==> config.mk <==
export PLATFORM = sky130hd
export DESIGN_NAME = interpolator
export DESIGN_NICKNAME = d
export VERILOG_FILES = /design/src/rtl/interpolator.sv
export SDC_FILE = /design/constraint.sdc
export NUM_CORES = 1
export LEC_CHECK = 0
export BUFFER_PORTS_ARGS = -buffer_cell sky130_fd_sc_hd__buf_2
export CORE_AREA = 2 2 45 47
export DETAILED_ROUTE_END_ITERATION = 10
export DIE_AREA = 0 0 47 49
export PLACE_DENSITY = 0.78
export SETUP_SLACK_MARGIN = 0.2
export SYNTH_ARGS = -nofsm -noshare
export SYNTH_HDL_FRONTEND = slang
export SYNTH_SLANG_ARGS = --single-unit
==> constraint.sdc <==
create_clock -name clk -period 3.2 [get_ports clk]
set_input_delay 0.48 -clock clk [delete_from_list [all_inputs] [get_ports clk]]
set_output_delay 0.48 -clock clk [all_outputs]
set_load 0.03 [all_outputs]
==> src/rtl/interpolator.sv <==
// Interpolator (up-sampler) for the DFE filter array.
// Each accepted input sample produces INTERPOLATION_FACTOR output samples at the
// clk_enable rate: the sample itself at phase 0, then zeros (zero-stuffing).
// Optional build macro INTERP_HOLD_EN: zero-order hold, where phases
// 1..INTERPOLATION_FACTOR-1 repeat the phase-0 sample instead of emitting zero.
module interpolator #(
  parameter int DATA_WIDTH           = 16,
  parameter int INTERPOLATION_FACTOR = 2,
  localparam int PHASE_WIDTH = (INTERPOLATION_FACTOR > 1) ? $clog2(INTERPOLATION_FACTOR) : 1
) (
  input  logic                          clk,
  input  logic                          rst_n,
  input  logic                          clk_enable,
  input  logic signed [DATA_WIDTH-1:0]  interp_in,
  input  logic                          interp_in_valid,
  output logic                          interp_in_ready,
  output logic signed [DATA_WIDTH-1:0]  interp_out,
  output logic                          interp_out_valid,
  output logic [PHASE_WIDTH-1:0]        phase
);

  typedef enum logic {IDLE = 1'b0, RUN = 1'b1} state_t;

  localparam logic [PHASE_WIDTH-1:0] LAST_PHASE = PHASE_WIDTH'(INTERPOLATION_FACTOR - 1);
  localparam logic [PHASE_WIDTH-1:0] PHASE_ONE  = PHASE_WIDTH'(1);

  state_t                  state_q, state_d;
  logic [PHASE_WIDTH-1:0]  phase_q, phase_d;
  logic [DATA_WIDTH-1:0]   out_q, out_d;
  logic                    out_valid_q, out_valid_d;
  logic                    accept;

  // Ready depends only on where we are in the burst: free when idle or on the last phase.
  always_comb begin
    interp_in_ready = (state_q == IDLE) || (phase_q == LAST_PHASE);
  end

  assign accept = interp_in_valid && interp_in_ready && clk_enable;

  // Next-state and next-output logic; everything holds when clk_enable is low.
  always_comb begin
    state_d     = state_q;
    phase_d     = phase_q;
    out_d       = out_q;
    out_valid_d = out_valid_q;
    if (clk_enable) begin
      unique case (state_q)
        IDLE: begin
          phase_d = '0;
          if (accept) begin
            state_d     = RUN;
            out_d       = interp_in;
            out_valid_d = 1'b1;
          end else begin
            out_d       = '0;
            out_valid_d = 1'b0;
          end
        end
        RUN: begin
          if (phase_q != LAST_PHASE) begin
            // Mid-burst: keep streaming the stuffed (or held) samples.
            phase_d     = phase_q + PHASE_ONE;
            out_valid_d = 1'b1;
`ifdef INTERP_HOLD_EN
            out_d       = out_q;
`else
            out_d       = '0;
`endif
          end else if (accept) begin
            // Last phase with a new sample waiting: start the next burst with no bubble.
            phase_d     = '0;
            out_d       = interp_in;
            out_valid_d = 1'b1;
          end else begin
            state_d     = IDLE;
            phase_d     = '0;
            out_d       = '0;
            out_valid_d = 1'b0;
          end
        end
        default: begin
          state_d     = IDLE;
          phase_d     = '0;
          out_d       = '0;
          out_valid_d = 1'b0;
        end
      endcase
    end
  end

  // State and output registers; reset aborts any burst immediately.
  always_ff @(posedge clk or negedge rst_n) begin
    if (!rst_n) begin
      state_q     <= IDLE;
      phase_q     <= '0;
      out_q       <= '0;
      out_valid_q <= 1'b0;
    end else begin
      state_q     <= state_d;
      phase_q     <= phase_d;
      out_q       <= out_d;
      out_valid_q <= out_valid_d;
    end
  end

  assign interp_out       = out_q;
  assign interp_out_valid = out_valid_q;
  assign phase            = phase_q;

endmodule

# After elaboration in Yosys (flattened, before gate mapping)
# Index checks and enable logic that the tools add are counted.
# classes
n_addsub,1
mul,0
div_mod_pow,0
magnitude_cmp,0
eq_ne,0
shift,0
mux,8
bitwise,1
n_reduce_logical,3
# ops
cell,count
$mux W16,2
$pmux W16 S2,1
$pmux W1 S2,2
$mux W1,3
$logic_and A1 B1 Y1,2
$add A1 B1 Y1 const B,1
$logic_or A1 B1 Y1,1
$not A1 Y1,1
# totals
register_bits,18
latch_bits,0
mem_bits_rw,0
rom_bits,0
mem_count,0

# Logic depth before layout (Yosys ltp)
# Gate-level depths: netlist (run 1).
# depth
word_depth,7
ltp_mapped,4
ltp_nobuf,2

# Worst setup path before layout (run 1)
# No wires, ideal clock.
# synth_timing
kind,register to output
start,register phase_q (netlist: phase)
end,output port interp_in_ready
arrival_time_ns,0.972
required_ns,2.720
setup_slack_ns,1.748
path_stages_with_launch,4
path_buffers,2
path_cell_list,dfrtp_1 nand2b_4 buf_6 buf_8
# synth_via
elab_chain_cells,1
# synth_lines
item,line,source
start: declaration,28,"logic [PHASE_WIDTH-1:0] phase_q, phase_d;"
start signal: assignment,100,phase_q <= phase_d;
$logic_or A1 B1 Y1,35,interp_in_ready = (state_q == IDLE) || (phase_q == LAST_PHASE);
end: declaration,16,"output logic interp_in_ready,"
# No other way between the ends.

# Worst setup path after layout (run 1)
# Ends and elaborated chain as after synthesis.

==> results of run 1 <==
-- worst register-to-register path, delay by kind of cell, from the launching register on --
family          cells  cell delay, ps
simple gates        1             240
flops               1             410
compound gates      1             280
-- stage by stage --
step | util | cell area [µm²]
3_5_place_dp | 0.529 | 975
6_report | 0.541 | 997
5_1_grt | 0.541 | 997
3_3_place_gp | 0.529 | 975
2_1_floorplan | - | 817
4_1_cts | 0.541 | 997
-- registers in the layout (all words and copies together) (netlist names) --
register / count
interp_out: 16
phase: 1
state_q: 1
-- power by group --
| group | switching (mW) | internal [mW] | total (mW) |
|---|---|---|---|
| logic | 0.194 | 0.0967 | 0.290 |
| clock network | 0.0621 | 0.0436 | 0.106 |
| registers | 0.0261 | 0.271 | 0.297 |
-- routing by layer --
metal	global-route usage	routed length, µm	share of wire	vias to the layer above
li1	-	-	-	300
met1	0.217	745	0.44	309
met2	0.247	791	0.47	35
met3	0.0407	158	0.093	0
met4	0.0556	0	0	0
met5	0	0	0	-
-- worst max path at each step --
stage,depth (start not counted),slack [ps],from,endpoint
floorplan,3,1750,phase$_DFFE_PN0P_,interp_in_ready
global placement,3,1860,clk_enable,interp_out[15]$_DFFE_PN0P_
detailed placement,3,1790,clk_enable,interp_out[0]$_DFFE_PN0P_
CTS,2,1530,phase$_DFFE_PN0P_,interp_in_ready
global route,2,1470,phase$_DFFE_PN0P_,interp_in_ready
finish,2,1540,phase$_DFFE_PN0P_,interp_in_ready
-- cell usage in the layout, fill, tap and decap left out --
cell type	instances
a22o_1	1
nand2b_4	1
inv_1	1
dfrtp_1	18
nand2_1	1
mux2i_1	1
buf_2	38
a41o_1	16
clkbuf_4	3
nor2b_1	16
-- final cells by class --
class	count	share of cell area
clock buffers	3	0.0226
inverters	1	0.00376
multi-input cells	36	0.297
repair buffers	38	0.191
flip-flops and latches	18	0.452
well taps	27	0.0339
-- cells by family (layout without fill, tap and decap cells) --
| group | Yosys count | count (layout) | synth area share |
|---|---|---|---|
| muxes | 1 | 1 | 0.0123 |
| AOI/OAI and AO/OA | 17 | 17 | 0.207 |
| and+or+nand+nor | 18 | 18 | 0.144 |
| DFF | 18 | 18 | 0.551 |
| buffers and inverters | 8 | 42 | 0.0857 |
==> run summary, run 1 <==
Ports: 39
Yosys warns: 0
Reg2reg start: phase$_DFFE_PN0P_
DP Worst Slack: 1790 ps
Final setup vio count: 0
RSZ-0062 raised after global routing: no
Placed cell count: 120
Synthesized area: 817 µm²
Num CTS Buffers: 3
Fin cells: 123
Synth top area share: 0.551
Crit Path Class: reg -> out
Hold WS: 108 ps
Starting Density: 0.444
1st-iter DRT viols: 9
Post-synthesis register bit count: 18
CTS resizes: 0
DRT antenna net count: 0
Die height: 49 µm
Worst Path Buf+Inv: 1
H-tree lvl count: 1
Max-slew violations: 0
Avg WL per Cell: 13.8 µm
Antenna diodes: 0
Sequential cell area: 450 µm²
Vias/cell: 5.24
Row count: 16
First-pass GRT wire length: 2730 µm
Die width: 47 µm
Yosys top cell by area: dfrtp_1
Fin crit period: 1660 ps
Slowest CP cell: dfrtp_1
CTS tree: done
Max frequency: 604 MHz
Clock-pin slew on the worst setup and hold paths: 90 ps
GP Congestion: 0.618
Core Box Area: 0.00184 mm²
CP required: 2720 ps
Critical path fanouts, max: 18
Arr. time, crit path: 1180 ps
Slew @ Worst Pin: 576 ps
Setup bufs post-CTS: 0
CTS sink count: 18
Nets: 118
P&R area growth vs syn: 22.1%
Critical Path Start Type: flip-flop
Worst Setup End Kind: output pin
Worst slew margin: 0.616
Most common cell in the netlist: dfrtp_1
Maxcap violations: 0
Worst path cell trace: nand2b_4 -> buf_2
GR Overflow Total: 0
Area contributors post-synth: dfrtp_1, a41o_1, nor2b_1, buf_6, buf_8
Synth async-reset ratio: 1.00
CP delay by family, top: flip-flops
R2R cell count: 2
Root buf cell: clkbuf_4
Synth Flop Type: dfrtp_1
Final WS setup: 1540 ps
Yosys cell types: 12
Hold/Removal Path Class: in -> async
Design Power: 693 µW
HPWL after DPL: 1160 µm
Pleak: 0.639 nW
I/O Buffers: 38
PD cells: 695 mW/mm²
Setup TNS Final: 0 ps
Vias: 644
Final WL: 1700 µm
GRT Total Usage: 0.161
# DRC: 0
Commonest cells post-synth: dfrtp_1, a41o_1, nor2b_1
RR Endpoint: interp_out[8]$_DFFE_PN0P_
Final Cycle Share: 0.518
Syn_nets: 82
Final Hold Vio Count: 0
Post-Synthesis Cells: 62
DIE AREA: 0.00230 mm²
Outcome: completed
Hold_buf cts: 0
Fill count: 188
Register area share after synthesis: 0.551
Worst-Skew Late Latency: 280 ps
CP peak stage delay: 390 ps
Skew final: 1.50 ps
CTS Buffer Depth: 2
Vias in the first global route: 616
Largest net degree at the start of global routing: 36
1st-pass router iterations: 4
Synth Area per Inst: 13.2 µm²
Fraction of layout cells with a size suffix above 1: 0.438
Worst R2R Setup Slack: 2160 ps
EDFF count, synth: 0
Area of the multi-input gates: 297 µm²
Worst IR Drop VDD: 422 µV
Antenna violations before repair: 0
Power figures use the tool's default switching activity.
==> run 2, diff against run 1 <==
--- a/config.mk
+++ b/config.mk
@@ -6,10 +6,10 @@
 export NUM_CORES = 1
 export LEC_CHECK = 0
 export BUFFER_PORTS_ARGS = -buffer_cell sky130_fd_sc_hd__buf_2
-export CORE_AREA = 2 2 45 47
+export CORE_AREA = 2 2 47 49
 export DETAILED_ROUTE_END_ITERATION = 10
-export DIE_AREA = 0 0 47 49
-export PLACE_DENSITY = 0.78
+export DIE_AREA = 0 0 49 51
+export PLACE_DENSITY = 0.73
 export SETUP_SLACK_MARGIN = 0.2
 export SYNTH_ARGS = -nofsm -noshare
 export SYNTH_HDL_FRONTEND = slang
==> constraint.sdc (replaced) <==
create_clock -name clk -period 1.6 [get_ports clk]
set_input_delay 0.24 -clock clk [delete_from_list [all_inputs] [get_ports clk]]
set_output_delay 0.24 -clock clk [all_outputs]
set_load 0.03 [all_outputs]
==> run 2 against run 1 <==
  * Non-clock buffer count is 2 higher
  * Sequential cell count unchanged
  * Core utilization decreased by 4.9 points
  * Via count decreased by 0.47%
  * Final cell count is 2.4% higher
  * Critical path type unchanged
  * Largest cell class unchanged
==> run summary, run 2 (synthesis results as in run 1) <==
Critical path fanouts, max: 4 (-14)
Worst IR Drop VDD: 636 µV (+51%)
Crit Path Class: reg -> out
GP Congestion: 0.653 (+5.6%)
Antenna violations before repair: 0 (unchanged)
I/O Buffers: 38 (unchanged)
Max-slew violations: 0 (unchanged)
CTS tree: done
Root buf cell: clkbuf_4
Core Box Area: 0.00206 mm² (+12%)
Vias/cell: 5.09 (-2.8%)
GR Overflow Total: 0 (unchanged)
DIE AREA: 0.00250 mm² (+8.5%)
Nets: 120 (+1.7%)
Skew final: 9.29 ps (+7.80 ps)
Design Power: 1.41 mW (+100%)
HPWL after DPL: 1150 µm (-0.45%)
Fraction of layout cells with a size suffix above 1: 0.439 (+0.00128)
Die width: 49 µm (+4.3%)
Max frequency: 795 MHz
Area of the multi-input gates: 297 µm² (unchanged)
Max reg flops: 16 (unchanged)
1st-pass router iterations: 3 (-1)
Sequential cell area: 450 µm² (unchanged)
Slowest CP cell: dfrtp_1
Arr. time, crit path: 1020 ps (-160 ps)
Row count: 17 (+1)
# DRC: 0 (unchanged)
Largest net degree at the start of global routing: 36 (unchanged)
Fin crit period: 1260 ps
Antenna diodes: 0 (unchanged)
PD cells: 1390 mW/mm² (+99%)
Maxcap violations: 0 (unchanged)
Num CTS Buffers: 3 (unchanged)
Final setup vio count: 0 (unchanged)
Fin util: 0.492 (-0.0490)
Most common cell after layout, fill and taps aside: buf_2
Final Cycle Share: 0.786
Outcome: completed
CTS resizes: 0 (unchanged)
Vias in the first global route: 643 (+4.4%)
Avg WL per Cell: 13.2 µm (-4.5%)
Worst slew margin: 0.631 (+0.0152)
Die height: 51 µm (+4.1%)
Worst Setup End Kind: output pin
CP delay by family, top: flip-flops
GRT Total Usage: 0.143 (-0.0183)
CTS Buffer Depth: 2 (unchanged)
Critical Path Start Type: flip-flop
Final Hold Vio Count: 0 (unchanged)
Worst Path Buf+Inv: 1 (unchanged)
CP required: 1360 ps (-1360 ps)
Hold/Removal Path Class: in -> reg
Setup TNS Final: 0 ps (unchanged)
Pleak: 0.648 nW (+1.4%)
First-pass GRT wire length: 2760 µm (+1.0%)
Ports: 39 (unchanged)
H-tree lvl count: 1 (unchanged)
Fill count: 201 (+6.9%)
CP peak stage delay: 420 ps (+30 ps)
Worst path cell trace: nand2b_4 -> buf_2
Worst-Skew Late Latency: 280 ps (about the same)
Leading cell types in the layout, fill and taps excluded: buf_2, dfrtp_1, nor2b_1, a41o_1, clkbuf_4
1st-iter DRT viols: 10 (+1)
Starting Density: 0.396 (-0.0476)
CTS sink count: 18 (unchanged)
Vias: 641 (-0.47%)
P&R area growth vs syn: 24.3%
DRT antenna net count: 0 (unchanged)
Clock-pin slew on the worst setup and hold paths: 100 ps (about the same)
Slew @ Worst Pin: 553 ps (-22.8 ps)
Final WL: 1660 µm (-2.2%)
RSZ-0062 raised after global routing: no
## run 2: layer usage
metal  part of all wire  vias up  track usage
li1                   -      305            -
met1               0.42      320        0.175
met2               0.53       14        0.253
met3              0.039        2       0.0205
met4             0.0066        0       0.0571
met5                  0        -            0
## run 2: cell type report
type | count | area share
clock buffer | 3 | 0.0222
inverter | 1 | 0.00369
multi-input combinational | 36 | 0.292
sequential | 18 | 0.443
tap | 28 | 0.0345
timing repair buffer | 40 | 0.204
## run 2: stage by stage
stage	cell area, µm²	hold WS [ps]	setup slack (ps)	instances
floorplan	817	-55.6	306	62
global placement	976	187	494	121
detailed placement	976	189	450	121
finish	1020	207	342	126
CTS	1020	202	330	126
global route	1020	207	297	126
## run 2: path summary, 6_finish.rpt
path | start | end | slack [ps] | cells past startpoint
max | phase$_DFFE_PN0P_ | interp_in_ready | 340 | 2
min | interp_in[14] | interp_out[14]$_DFFE_PN0P_ | 210 | 2
max reg2reg | phase$_DFFE_PN0P_ | interp_out[11]$_DFFE_PN0P_ | 460 | 3
min reg2reg | phase$_DFFE_PN0P_ | phase$_DFFE_PN0P_ | 570 | 2
max in group asynchronous | rst_n | interp_out[10]$_DFFE_PN0P_ | 900 | 2
min in group asynchronous | rst_n | interp_out[3]$_DFFE_PN0P_ | 400 | 2
## run 2: report_power, final
part	internal (mW)	switching, mW	total [mW]
clock network	0.0871	0.124	0.211
registers	0.542	0.0559	0.598
logic	0.211	0.387	0.598
total	0.840	0.567	1.41
## run 2: repair_timing
action                                 4_1_cts  5_1_grt
setup endpoints to repair                    1        0
hold buffers                                 1        0
buffers inserted                             1        0
endpoints found under the hold margin       18        0
## run 2: worst reg2reg max path, cell delays in order (launching register included)
cell and delay (ps):
dfrtp_1 420, nand2b_4 160, buf_4 190, a41o_1 260
